$ cat config.mk
export PLATFORM = sky130hd
export DESIGN_NAME = delay_meter
export DESIGN_NICKNAME = d
export VERILOG_FILES = /design/src/rtl/delay_meter.sv
export SDC_FILE = /design/constraint.sdc
export NUM_CORES = 1
export LEC_CHECK = 0
export CAP_MARGIN = 5
export CELL_PAD_IN_SITES_DETAIL_PLACEMENT = 2
export CELL_PAD_IN_SITES_GLOBAL_PLACEMENT = 2
export CORE_UTILIZATION = 36
export CTS_CLUSTER_DIAMETER = 100
export DETAILED_ROUTE_END_ITERATION = 8
export GPL_TIMING_DRIVEN = 0
export PLACE_DENSITY_LB_ADDON = 0.1
export SYNTH_ARGS = -nofsm -noshare
export SYNTH_HDL_FRONTEND = slang
export SYNTH_SLANG_ARGS = --single-unit
export TNS_END_PERCENT = 10
$ cat constraint.sdc
create_clock -name i_clk -period 2.2 [get_ports i_clk]
set_input_delay 0.44 -clock i_clk [delete_from_list [all_inputs] [get_ports i_clk]]
set_output_delay 0.44 -clock i_clk [all_outputs]
set_load 0.1 [all_outputs]
$ cat src/rtl/delay_meter.sv
// delay_meter
//
// Measures, in clock cycles, how long a combinational DUT's single-bit
// response keeps moving after each stimulus change, and how many response
// transitions (glitches) occur before it settles. Results are reported
// through a valid/ack handshake.
//
// Parameters:
//   W_STIM  - stimulus vector width
//   W_CNT   - latency counter width
//   SETTLE  - consecutive quiet cycles that declare the response settled (1..15)
//   TIMEOUT - cycle limit per measurement (< 2**W_CNT)
//
// Ports:
//   i_clk      - system clock, rising edge
//   i_reset    - asynchronous active-high reset
//   i_stim     - stimulus vector driven into the DUT
//   i_resp     - DUT response
//   i_ack      - consumer accepts the pending report
//   o_valid    - report available
//   o_latency  - cycle index of the last response change (TIMEOUT on timeout)
//   o_edges    - response transitions in the window, saturating at 15
//   o_timeout  - measurement ended by TIMEOUT
//   o_busy     - measurement in progress
//   o_missed   - sticky: a stimulus change arrived while a report was pending
module delay_meter #(
    parameter int unsigned W_STIM  = 3,
    parameter int unsigned W_CNT   = 8,
    parameter int unsigned SETTLE  = 4,
    parameter int unsigned TIMEOUT = 200
) (
    input  logic              i_clk,
    input  logic              i_reset,
    input  logic [W_STIM-1:0] i_stim,
    input  logic              i_resp,
    input  logic              i_ack,
    output logic              o_valid,
    output logic [W_CNT-1:0]  o_latency,
    output logic [3:0]        o_edges,
    output logic              o_timeout,
    output logic              o_busy,
    output logic              o_missed
);

    typedef enum logic [1:0] {
        StIdle,
        StMeasure,
        StReport
    } state_e;

    localparam logic [W_CNT-1:0] CntOne     = W_CNT'(1);
    localparam logic [W_CNT:0]   CntTwo     = (W_CNT + 1)'(2);
    localparam logic [W_CNT-1:0] TimeoutCnt = W_CNT'(TIMEOUT);
    localparam logic [W_CNT:0]   TimeoutExt = (W_CNT + 1)'(TIMEOUT);
    localparam logic [3:0]       SettleCnt  = 4'(SETTLE);

    state_e             state_q, state_d;
    logic [W_STIM-1:0]  stim_q;
    logic               resp_q;
    logic [W_CNT-1:0]   cnt_q, cnt_d;
    logic [3:0]         quiet_q, quiet_d;
    logic [3:0]         edges_q, edges_d;
    logic [W_CNT-1:0]   last_q, last_d;
    logic [W_CNT-1:0]   latency_q, latency_d;
    logic [3:0]         rep_edges_q, rep_edges_d;
    logic               timeout_q, timeout_d;
    logic               missed_q, missed_d;
    logic               valid_q, busy_q;

    logic               stim_chg;
    logic               resp_chg;
    logic [W_CNT-1:0]   cnt_inc;
    logic [3:0]         quiet_inc;
    logic               settled;
    logic               timeout_hit;

    always_comb begin
        stim_chg    = (i_stim != stim_q);
        resp_chg    = (i_resp != resp_q);
        cnt_inc     = cnt_q + CntOne;
        quiet_inc   = quiet_q + 4'd1;
        settled     = !resp_chg && (quiet_inc == SettleCnt);
        // The window closes when the count after this edge, plus one, reaches
        // TIMEOUT, so the report lands after edge E(TIMEOUT-1).
        timeout_hit = (({1'b0, cnt_q} + CntTwo) >= TimeoutExt);
    end

    always_comb begin
        state_d     = state_q;
        cnt_d       = cnt_q;
        quiet_d     = quiet_q;
        edges_d     = edges_q;
        last_d      = last_q;
        latency_d   = latency_q;
        rep_edges_d = rep_edges_q;
        timeout_d   = timeout_q;
        missed_d    = missed_q;

        case (state_q)
            StIdle, StMeasure: begin
                if (stim_chg) begin
                    // Fresh window, also used to restart a running measurement.
                    state_d = StMeasure;
                    cnt_d   = '0;
                    quiet_d = 4'd0;
                    last_d  = '0;
                    edges_d = resp_chg ? 4'd1 : 4'd0;
                end else if (state_q == StMeasure) begin
                    cnt_d = cnt_inc;
                    if (resp_chg) begin
                        last_d  = cnt_inc;
                        edges_d = (edges_q == 4'd15) ? 4'd15 : edges_q + 4'd1;
                        quiet_d = 4'd0;
                    end else begin
                        quiet_d = quiet_inc;
                    end
                    if (settled) begin
                        state_d     = StReport;
                        latency_d   = last_q;
                        rep_edges_d = edges_q;
                        timeout_d   = 1'b0;
                    end else if (timeout_hit) begin
                        state_d     = StReport;
                        latency_d   = TimeoutCnt;
                        rep_edges_d = edges_d;
                        timeout_d   = 1'b1;
                    end
                end
            end
            StReport: begin
                // Stimulus changes here, including on the ack edge, are dropped.
                if (stim_chg) begin
                    missed_d = 1'b1;
                end
                if (i_ack) begin
                    state_d = StIdle;
                end
            end
            default: begin
                state_d = StIdle;
            end
        endcase
    end

    always_ff @(posedge i_clk or posedge i_reset) begin
        if (i_reset) begin
            state_q     <= StIdle;
            stim_q      <= '0;
            resp_q      <= 1'b0;
            cnt_q       <= '0;
            quiet_q     <= 4'd0;
            edges_q     <= 4'd0;
            last_q      <= '0;
            latency_q   <= '0;
            rep_edges_q <= 4'd0;
            timeout_q   <= 1'b0;
            missed_q    <= 1'b0;
            valid_q     <= 1'b0;
            busy_q      <= 1'b0;
        end else begin
            state_q     <= state_d;
            stim_q      <= i_stim;
            resp_q      <= i_resp;
            cnt_q       <= cnt_d;
            quiet_q     <= quiet_d;
            edges_q     <= edges_d;
            last_q      <= last_d;
            latency_q   <= latency_d;
            rep_edges_q <= rep_edges_d;
            timeout_q   <= timeout_d;
            missed_q    <= missed_d;
            valid_q     <= (state_d == StReport);
            busy_q      <= (state_d == StMeasure);
        end
    end

    assign o_valid   = valid_q;
    assign o_busy    = busy_q;
    assign o_latency = latency_q;
    assign o_edges   = rep_edges_q;
    assign o_timeout = timeout_q;
    assign o_missed  = missed_q;

endmodule

## Yosys cells after proc, flatten, opt, wreduce, memory -nomap -nowiden

Cells that the tools add are included.

- Muxes and demuxes: 25
- Equal/unequal tests: 8
- Reduce and logical (&&, ||, !) cells: 11
- Magnitude comparators: 1
- Add/subtract/negate cells: 4
- Bitwise logic cells: 1

Operators by type and width:

| kind | number |
|---|---|
| 8-bit 2-to-1 mux | 7 |
| 4-bit 2-to-1 mux | 9 |
| 2-bit 2-to-1 mux | 5 |
| 8-bit by 2-bit adder with 9-bit output (second input constant) | 1 |
| 9-bit by 8-bit >= comparator with 1-bit output (second input constant) | 1 |
| 4-bit by 1-bit adder with 4-bit output (second input constant) | 2 |
| 8-bit by 1-bit adder with 8-bit output (second input constant) | 1 |
| 2-bit nonzero test | 3 |
| 2-bit by 1-bit equality test with 1-bit output (second input constant) | 2 |
| 2-bit equality test (second input constant) | 2 |
| 4-bit by 3-bit equality test with 1-bit output (second input constant) | 1 |
| 4-bit equality test (second input constant) | 1 |
| 2-bit one-hot mux with 2 select lines | 1 |
| 2-bit AND reduction | 2 |
| 4-bit AND reduction | 1 |
| 1-bit 2-to-1 mux | 3 |
| 3-bit inequality test | 1 |
| 3-bit AND reduction | 1 |
| 2-bit zero test | 1 |
| 2-bit OR reduction | 1 |
| 1-bit logical AND | 1 |
| 1-bit zero test | 1 |
| 1-bit inequality test | 1 |
| 1-bit inverter | 1 |

- Input bits: 7
- Bits in registers: 46
- Output and inout port bits: 16

## Longest topological paths before layout

Gate-level depths: netlist (run 1).

- Depth after elaboration: 8
- Gate-level depth with buffers: 8
- Mapped depth without buffers: 7

## Least setup slack after synthesis (run 1)

Ideal clock, no wire load.

- Path type: register to register
- Start: register cnt_q[2]
- End: register rep_edges_q[0] (netlist: o_edges[0])
- Library setup time: 0.125 ns
- Required time: 2.075 ns
- Data arrival time: 1.853 ns
- Setup slack: 0.222 ns
- Cell stages (with the launch flop): 9
- Path through: dfrtp_1 > ha_1 > and2_1 > a21oi_1 > o31ai_1 > o21ai_4 > nand2_4 > buf_8 > mux2_4

- Word-level cells in the longest chain between the ends: 4

RTL lines:

| item | RTL line | text |
|---|---|---|
| start, declared | 60 | `logic [W_CNT-1:0] cnt_q, cnt_d;` |
| start signal, assigned | 164 | `cnt_q <= cnt_d;` |
| 8-bit by 2-bit adder with 9-bit output | 85 | `timeout_hit = (({1'b0, cnt_q} + CntTwo) >= TimeoutExt);` |
| 9-bit by 8-bit >= comparator with 1-bit output | 85 |  |
| 2-bit nonzero test (no line) | -- |  |
| 4-bit AND reduction (no line) | -- |  |
| end signal, assigned | 169 | `rep_edges_q <= rep_edges_d;` |
| end, declared | 65 | `logic [3:0] rep_edges_q, rep_edges_d;` |

No other way between the ends.
A chain may end at the register's enable or synchronous reset.

## Worst setup path after layout (run 1)

- Start: input port i_resp
- End: register rep_edges_q[0] (netlist: o_edges[0])

- Word-level cells in the longest chain between the ends: 5
- Elaborated cells between the ends (all ways): 8

RTL lines:

| item | RTL line | text |
|---|---|---|
| start, declared | 35 | `input logic i_resp,` |
| 1-bit inequality test (*) | 79 | `resp_chg = (i_resp != resp_q);` |
| 1-bit zero test | 82 | `settled = !resp_chg && (quiet_inc == SettleCnt);` |
| 1-bit logical AND | 82 |  |
| 2-bit nonzero test (no line) | -- |  |
| 4-bit AND reduction (no line) | -- |  |

Mark *: on every way between the ends. The rest lies on a longest branch, timed or not. The select of a mux whose other input is x is not followed.

==> results of run 1 <==
-- Yosys cell counts, drive strengths merged --
master  count  share of area [%]
a21o        3                1.0
nor4        1               0.57
xor2        5                2.4
inv         6                1.0
nand2      25                4.6
a21oi      12                2.8
o22ai       4                1.1
a31oi       1               0.29
nand4       2               0.57
o31ai       8                3.2
buf         4                1.7
a41oi       1               0.75
clkbuf      6                1.1
dfrtp      46                 53
xnor2       7                2.8
and4        1               0.40
a22o        8                3.2
or2         2               0.57
and2        4                1.1
ha          5                2.9
a21boi      1               0.34
mux2        4                2.2
or3         1               0.29
nor3        1               0.23
and3        1               0.52
nand4b      1               0.40
nor2       19                3.3
nand3       6                1.4
a211oi      1               0.34
o21bai      2               0.69
nand2b      2               0.57
o311ai      1               0.40
o21ai      17                4.4
-- worst register-to-register path: stages (launching register included) --
cell     delay [ns]
dfrtp_2        0.46
ha_1           0.27
and2_1         0.22
a21oi_1        0.18
o31ai_2        0.10
o21ai_4        0.24
nand2_4        0.08
buf_8          0.14
mux2_4         0.29
-- power by group through the flow --
stage,Sequential [mW],Clock [mW],Combinational (mW)
detailed placement,0.910,0,0.185
finish,0.894,0.780,0.190
CTS,0.893,0.800,0.186
global placement,0.907,0,0.168
global route,0.897,0.822,0.207
floorplan,0.939,0,0.0820
-- state kept, by name (all words and copies together) (netlist names) --
signal,flops
cnt_q,8
edges_q,4
last_q,8
o_busy,1
o_edges,4
o_latency,8
o_missed,1
o_timeout,1
o_valid,1
quiet_q,4
resp_q,1
state_q,2
stim_q,3
-- cell usage in the layout (no fill, tap or decap), drive strengths merged, types with 4 or more instances in the layout --
| master | n |
|---|---|
| buf | 7 |
| xnor2 | 7 |
| dlygate4sd2 | 16 |
| a21oi | 12 |
| nand3 | 6 |
| mux2 | 4 |
| nor2 | 19 |
| o22ai | 4 |
| ha | 5 |
| clkbuf | 12 |
| o31ai | 8 |
| xor2 | 5 |
| clkdlybuf4s50 | 6 |
| and2 | 4 |
| nand2 | 25 |
| o21ai | 17 |
| a22o | 8 |
| inv | 6 |
| dfrtp | 46 |
-- cells by family (layout without fill, tap and decap cells) --
logic type | count (synthesis) | count (layout) | synth area share, %
AO/OA/AOI/OAI | 59 | 59 | 18.6
XOR/XNOR | 12 | 12 | 5.16
adder cells (fa/ha/maj) | 5 | 5 | 2.87
buffers and inverters | 16 | 49 | 3.79
flip-flops | 46 | 46 | 52.8
multiplexers | 4 | 4 | 2.24
AND/OR/NAND/NOR | 66 | 66 | 14.6
-- per-stage QoR --
stage	setup WS, ns	area [um2]	TNS, ns
6_report	0.0620	2710	0
4_1_cts	0.00254	2680	0
2_1_floorplan	0.222	2180	0
3_5_place_dp	-0.575	2520	-15.18
3_3_place_gp	-0.487	2490	-23.07
5_1_grt	-0.0115	2710	-0.0115
-- layout make-up --
cell class | count | area share [%]
inverter | 6 | 0.832
buffer | 9 | 2.22
multi-input combinational | 146 | 36.5
timing repair buffer | 26 | 9.24
sequential | 46 | 42.6
tap | 72 | 3.33
clock inverter | 2 | 2.22
clock buffer | 6 | 3.05
-- how the worst max path moves through the flow --
stage	to	slack, ns	cells after the start
floorplan	o_edges[0]	0.22	8
global placement	o_edges[0]	-0.49	8
detailed placement	o_latency[6]	-0.58	8
CTS	o_latency[6]	0.003	8
global route	o_edges[0]	-0.01	8
finish	o_edges[0]	0.06	8
-- repair_timing --
| action | CTS | global route |
|---|---|---|
| gates resized for setup | 22 | 5 |
| pin swaps | 1 | 1 |
| endpoints found under the setup margin | 45 | 27 |
| buffers inserted | 1 | 2 |
-- metal layers --
metal	track usage (%)	share of wire, %	vias to the layer above
met3	4.34	3.0	9
met2	37.6	52	31
li1	-	-	793
met4	7.14	1.8	0
met5	0	0	-
met1	24.9	43	852
==> results.cfg, run 1 <==
[status]
status = complete, no violations

[synth]
syn_area_per_cell_um2 = 10.5
ys_ff_latch = 46
yosys_warnings = 0
ys_seq_area_share_pct = 52.8
syn_area_mm2 = 0.00218
syn-num-nets = 220
syn_inst = 208
synth.distinct_cells = 44

[power_and_ir_drop]
p_seq_share_pct = 48.0
power.switching_uw = 452
power_frac_comb_pct = 10.2
power.total_mw = 1.86
clkPwrFrac_pct = 41.8
switching_share_pct = 24.2
power.leakage_nw = 1.27
p_int_mw = 1.41
powerDensity_mw_per_mm2 = 688
vdd_drop_max_v = 0.000259

[clock_tree]
clk_pin_slew_ns = 0.08
cts_tree = done
cts.htree.levels = 2
numCtsBuffers = 5
cts.sinks = 46
cts.path.max_buffers = 2
cts_hold_buf = 0
clk_root_buffer_cell = clkbuf_8
clk_latency_ns = 0.30

[die]
initial_core_util_pct = 38.4
die_h_um = 79.8
dieArea_mm2 = 0.00637
std_cell_rows = 27
core_area_mm2 = 0.00568
io_pins = 23
die_w_um = 79.8

[layout]
nNetsFinal = 252
n_antenna_cell = 0
nFillCells = 598
multi_input_area_um2 = 988
layout-drive-gt1-share_pct = 14.9
ff_latch_area_mm2 = 0.00115
area_delta_synth_final_pct = 24.2
final_util_pct = 47.7
instances_no_fill = 313

[sta]
relSlewSlack_pct = 35.5
finalHoldViolCount = 0
setup_viol = 0
slew_viol_final = 0
period_minus_slack_ns = 2.14
finClkSkew_ns = 0.00938
hold_slack_ns = 0.490
fmax_mhz = 468
fin_crit_sh_pct = 97.2
tightest_slew_ns = 0.971

[worst_hold_path]
min_path_cells = 2
min_from = last_q[6]
hold_end = last_q[6]
min_path_type = register to register

[run]
max-cap-violations = 0

[setup_path]
start_kind = primary input
worst_path_max_delay_cell = clkdlybuf4s50_1
r2r-start = cnt_q[1]
reg2reg_depth = 8
crit_path_max_fanout = 10
critPathLaunch = i_resp
crit_type = primary input to register
critPathCaptureType = register
worstPathCellList = clkdlybuf4s50_1 -> xor2_4 -> nor4_4 -> a41oi_2 -> o21ai_4 -> nand2_4 -> buf_8 -> mux2_4
cpPeakStageDelay_ns = 0.54
crit_family = buffers and inverters
cp.arrival_ns = 2.33
crit_required_ns = 2.39
reg2reg_slack_ns = 0.11
worst-path-buf-inv = 2
worst_r2r_endpoint = o_edges[0]

[global_route]
grt_max_degree = 25
antenna_found_initial = 0
gr-total-overflow = 0
grt_pass1_wl_um = 9860
grt_pass1_vias = 1877
grt_usage_pct = 21.1

[placement]
post-dp-hpwl_um = 4210
gp_congestion = 0.823
dpl.cell_count = 303
port_buffers = 22

[route]
drtIter0Drc = 74
drc = 0
firstDrtPassIters = 4
via_per_inst = 5.38
wire_per_inst_um = 19.2
num_vias = 1685
routed_wl_um = 6000
ant_nets = 0
No activity file was read; power rests on OpenSTA's default activity.
==> run 2, diff against run 1 <==
--- a/config.mk
+++ b/config.mk
@@ -5,7 +5,7 @@
 export SDC_FILE = /design/constraint.sdc
 export NUM_CORES = 1
 export LEC_CHECK = 0
-export CAP_MARGIN = 5
+export CAP_MARGIN = 30
 export CELL_PAD_IN_SITES_DETAIL_PLACEMENT = 2
 export CELL_PAD_IN_SITES_GLOBAL_PLACEMENT = 2
 export CORE_UTILIZATION = 36
@@ -13,6 +13,7 @@
 export DETAILED_ROUTE_END_ITERATION = 8
 export GPL_TIMING_DRIVEN = 0
 export PLACE_DENSITY_LB_ADDON = 0.1
+export SKIP_LAST_GASP = 1
 export SYNTH_ARGS = -nofsm -noshare
 export SYNTH_HDL_FRONTEND = slang
 export SYNTH_SLANG_ARGS = --single-unit
==> results.cfg, run 2 (same netlist as run 1, synthesis figures left out) <==
[power_and_ir_drop]
clkPwrFrac_pct = 41.8
p_seq_share_pct = 47.9
switching_share_pct = 24.2
vdd_drop_max_v = 0.000259
powerDensity_mw_per_mm2 = 685
power.leakage_nw = 1.23
p_int_mw = 1.42
power_frac_comb_pct = 10.4
power.switching_uw = 452

[global_route]
grt_pass1_vias = 1881
grt_max_degree = 25
grt_pass1_wl_um = 9850
grt_usage_pct = 21.0
antenna_found_initial = 0
gr-total-overflow = 0

[route]
ant_nets = 0
firstDrtPassIters = 4
via_per_inst = 5.40
drc = 0
routed_wl_um = 6010
drtIter0Drc = 79
wire_per_inst_um = 19.2
num_vias = 1690

[placement]
gp_congestion = 0.823
dpl_worst_slack_ns = -0.575
post-dp-hpwl_um = 4210
dpl_cell_area_mm2 = 0.00252
port_buffers = 22

[run]
max-cap-violations = 0

[layout]
layout-drive-gt1-share_pct = 14.1
n_antenna_cell = 0
nNetsFinal = 252
layout_common_cells = dfrtp_1 (46), nand2_1 (24), clkdlybuf4s50_1 (21)
final_common_cell = dfrtp_1
fin_area_mm2 = 0.00273
area_delta_synth_final_pct = 25.1
nFillCells = 592

[die]
std_cell_rows = 27
dieArea_mm2 = 0.00637
core_area_mm2 = 0.00568
die_h_um = 79.8
io_pins = 23
initial_core_util_pct = 38.4
die_w_um = 79.8

[setup_path]
crit_path_max_fanout = 2
crit_required_ns = 1.76
crit_type = register to output pin
worst_path_max_delay_cell = clkdlybuf4s50_1
critPathLaunch = o_missed
worst-path-buf-inv = 1
cp.arrival_ns = 1.82
r2r-start = cnt_q[2]
cpPeakStageDelay_ns = 1.14
worstPathCellList = clkdlybuf4s50_1
critPathCaptureType = output pin
crit_family = buffers and inverters
start_kind = register

[sta]
setup_viol = 15
finClkSkew_ns = 0.00957
hold_slack_ns = 0.490
fmax_mhz = 443
fin_ws_ns = -0.0554
relSlewSlack_pct = 34.4
period_minus_slack_ns = 2.26
rsz0062_at_grt = true
fin_crit_sh_pct = 103
finalHoldViolCount = 0
tightest_slew_ns = 0.981
slew_viol_final = 0

[status]
status = finished, violations left
violations = negative setup slack

[worst_hold_path]
min_path_type = register to register
min_from = last_q[6]

[clock_tree]
clk_root_buffer_cell = clkbuf_8
cts.sinks = 46
cts_tree = done
cts_hold_buf = 0
clk_latency_ns = 0.30
cts.path.max_buffers = 2
cts.htree.levels = 2
numCtsBuffers = 5
clk_pin_slew_ns = 0.09
run 2: cell types whose count changed in the layout (fill, tap and decap cells not counted):
cell | before | now
clkdlybuf4s50_1 | 6 | 21
dfrtp_1 | 44 | 46
dfrtp_2 | 2 | 0
dlygate4sd2_1 | 16 | 0
dlymetal6s2s_1 | 0 | 1
run 2: worst paths after layout:
path | end | slack [ns] | depth (start not counted)
worst max register to register | o_edges[0] | 0.07 | 8
min in group asynchronous | stim_q[2] | 0.50 | 2
max in group asynchronous | quiet_q[0] | 1.18 | 3
worst max-delay path | o_missed | -0.06 | 1
worst min-delay path | last_q[6] | 0.49 | 2
worst min register to register | last_q[6] | 0.49 | 2
run 2: metal layers:
| metal | share of wire (%) | routed length [um] | global-route usage [%] | up-vias |
|---|---|---|---|---|
| met3 | 2.7 | 162 | 4.34 | 9 |
| met5 | 0 | 0 | 0 | - |
| met2 | 52 | 3130 | 37.5 | 29 |
| met1 | 43 | 2600 | 24.9 | 862 |
| met4 | 1.8 | 111 | 7.14 | 0 |
| li1 | - | - | - | 790 |
run 2: timing repair:
item                                    CTS  global route
setup buffers                             1             2
resized for setup                         5             5
endpoints found under the setup margin   45            43
pin swaps                                 1             1
run 2: power groups by stage:
stage / Clock, mW / Sequential (mW) / Combinational, mW
after floorplan: 0 / 0.939 / 0.0820
after global placement: 0 / 0.907 / 0.168
after global routing: 0.822 / 0.898 / 0.211
final: 0.780 / 0.894 / 0.194
after detailed placement: 0 / 0.910 / 0.185
after CTS: 0.800 / 0.893 / 0.189
run 2: metrics by stage:
step                util [%]  setup TNS, ns  power [mW]  cells
finish                  48.1         -0.506        1.87    313
floorplan                  -              0        1.02    208
global route            48.1          -1.20        1.93    313
detailed placement      44.4         -15.18        1.09    303
CTS                     47.6         -0.843        1.88    312
global placement        43.9         -23.07        1.07    302
run 2: layout make-up:
cell class	count	area, um2	area share [%]
inverters	6	22.5	0.826
plain buffers	9	60.1	2.20
clock buffers	6	82.6	3.03
clock inverters	2	60.1	2.20
repair buffers	26	273	10.0
multi-input cells	146	988	36.2
flip-flops and latches	46	1150	42.2
well taps	72	90.1	3.30
==> run 3, diff against run 2 <==
--- a/config.mk
+++ b/config.mk
@@ -5,10 +5,12 @@
 export SDC_FILE = /design/constraint.sdc
 export NUM_CORES = 1
 export LEC_CHECK = 0
+export ABC_AREA = 1
 export CAP_MARGIN = 30
 export CELL_PAD_IN_SITES_DETAIL_PLACEMENT = 2
 export CELL_PAD_IN_SITES_GLOBAL_PLACEMENT = 2
-export CORE_UTILIZATION = 36
+export CORE_MARGIN = 2
+export CORE_UTILIZATION = 34
 export CTS_CLUSTER_DIAMETER = 100
 export DETAILED_ROUTE_END_ITERATION = 8
 export GPL_TIMING_DRIVEN = 0
==> results.cfg, run 3 <==
[route]
num_vias = 1843
wire_per_inst_um = 15.0
routed_wl_um = 5670
drtIter0Drc = 69
drc = 0
ant_nets = 0
firstDrtPassIters = 3
via_per_inst = 4.88

[clock_tree]
cts.sinks = 46
clk_latency_ns = 0.30
clk_pin_slew_ns = 0.08
numCtsBuffers = 5
cts.htree.levels = 2
clk_root_buffer_cell = clkbuf_8
cts_hold_buf = 0
cts.path.max_buffers = 2
cts_tree = done

[setup_path]
crit_path_max_fanout = 2
endpoint = o_latency[6]
cp.arrival_ns = 1.80
crit_family = buffers and inverters
path_depth = 1
crit_required_ns = 1.76
cpPeakStageDelay_ns = 1.14
reg2reg_depth = 7
worst_r2r_endpoint = cnt_q[6]
start_kind = register
worstPathCellList = clkdlybuf4s50_1
reg2reg_slack_ns = 0.33
worst-path-buf-inv = 1
critPathCaptureType = output pin
crit_type = register to output pin
critPathLaunch = o_latency[6]
r2r-start = stim_q[0]
worst_path_max_delay_cell = clkdlybuf4s50_1

[global_route]
grt_max_degree = 25
met1_usage_pct = 24.0
antenna_found_initial = 0
grt_usage_pct = 17.3
grt_use_met2_pct = 27.6
gr-total-overflow = 0
busiest_layer = met2
grt_pass1_wl_um = 9900
met3_usage_pct = 2.60
grt_pass1_vias = 1932

[worst_hold_path]
min_from = o_latency[5]
min_path_type = register to register

[layout]
final_common_cell = nand2_1
area_delta_synth_final_pct = 18.5
n_antenna_cell = 0
nNetsFinal = 313
layout-drive-gt1-share_pct = 10.3
layout_common_cells = nand2_1 (74), dfrtp_1 (46), inv_1 (31)
fin_area_mm2 = 0.00268

[sta]
slew_viol_final = 0
fmax_mhz = 446
rsz0062_at_grt = true
fin_ws_ns = -0.0422
finalHoldViolCount = 0
setup_viol = 11
period_minus_slack_ns = 2.24
finClkSkew_ns = 0.00846
fin_crit_sh_pct = 102
setup_tns_ns = -0.295
relSlewSlack_pct = 35.4
tightest_slew_ns = 0.966

[die]
std_cell_rows = 29
dieArea_mm2 = 0.00731
core_area_mm2 = 0.00639
initial_core_util_pct = 35.4
die_w_um = 85.5
die_h_um = 85.5
io_pins = 23

[synth]
ys_top_cells_by_count = nand2_1 (74), dfrtp_1 (46), inv_1 (32)
syn_area_per_cell_um2 = 8.34
syn_inst = 271
yosys.area.top_type = dfrtp_1
ys_top_cells_by_area = dfrtp_1 (51%), nand2_1 (12%), inv_1 (5.3%)
postSynth.asyncResetShare_pct = 100
ys_ff_latch = 46
syn-num-nets = 283
synth.distinct_cells = 29
synth.most_common_cell = nand2_1
synth_edf_count = 0
syn_area_mm2 = 0.00226
synth_top_flop_cell = dfrtp_1
netlist.area_leader.share_pct = 50.9
yosys_warnings = 0
ys_seq_area_share_pct = 50.9

[placement]
post-dp-hpwl_um = 4450
port_buffers = 22
gp_congestion = 0.741
dpl_cell_area_mm2 = 0.00260

[run]
max-cap-violations = 0

[power_and_ir_drop]
vdd_drop_max_v = 0.000256
power.leakage_nw = 1.33
powerDensity_mw_per_mm2 = 576

[status]
violations = negative setup slack
status = finished, violations left
==> run 3: cell types whose count changed after synthesis, moves of 4 or more <==
cell,delta
or2_2,+4
a21oi_1,-8
clkbuf_1,-4
inv_1,+26
nand2_1,+50
nand3_1,+16
o21ai_0,+10
o31ai_1,-5
nand2_2,+6
a22o_1,-8
and2_1,-4
==> run 3: cell families (layout without fill, tap and decap cells) <==
group,after synthesis,after routing,share of synthesized area [%]
AOI/OAI and AO/OA,37,37,8.92
xor gates and xnor gates,7,7,3.05
buffers and inverters,39,69,7.53
and+or+nand+nor,137,137,26.8
adders and majority gates,5,5,2.77
DFF,46,46,50.9
==> run 3: layout make-up <==
class	count	area (um2)
clock buffer	5	68.8
timing repair buffer	23	244
fill	709	3710
buffer	5	42.5
multi-input combinational	186	938
sequential	46	1150
clock inverter	2	10.0
inverter	34	128
tap	77	96.3
==> run 3: worst min-delay path by stage <==
stage                         to  slack [ns]  cells past startpoint
floorplan              last_q[6]        0.44                      2
global placement    o_latency[1]        0.45                      2
detailed placement    o_edges[3]        0.46                      2
CTS                   o_edges[3]        0.49                      2
global route        o_latency[0]        0.51                      2
finish              o_latency[5]        0.48                      2
==> run 3: routing by layer <==
layer	share of wire (%)	up-vias
li1	-	919
met1	51	894
met2	46	22
met3	2.2	8
met4	1.6	0
met5	0	-
==> run 3: through the flow <==
stage	util, %	power [mW]	worst slack (ns)	cells	hold slack [ns]
5_1_grt	41.9	1.61	-0.0918	378	0.508
6_report	41.9	1.54	-0.0422	378	0.477
2_1_floorplan	-	1.00	0.631	271	0.442
3_3_place_gp	40.3	1.06	-0.360	370	0.454
4_1_cts	41.9	1.57	-0.0567	378	0.486
3_5_place_dp	40.7	1.07	-0.191	371	0.464
==> run 3: repair_timing <==
item                                    4_1_cts  5_1_grt
endpoints found under the setup margin       15       20
hold endpoints to repair                      0        0
pin swaps                                     0        0
gates resized for setup                       1        2
buffers inserted                              0        0
==> run 3: report_power, final <==
part,total (mW),internal [mW],switching [mW]
registers,0.878,0.863,0.0143
logic,0.169,0.0491,0.120
clock network,0.496,0.214,0.282
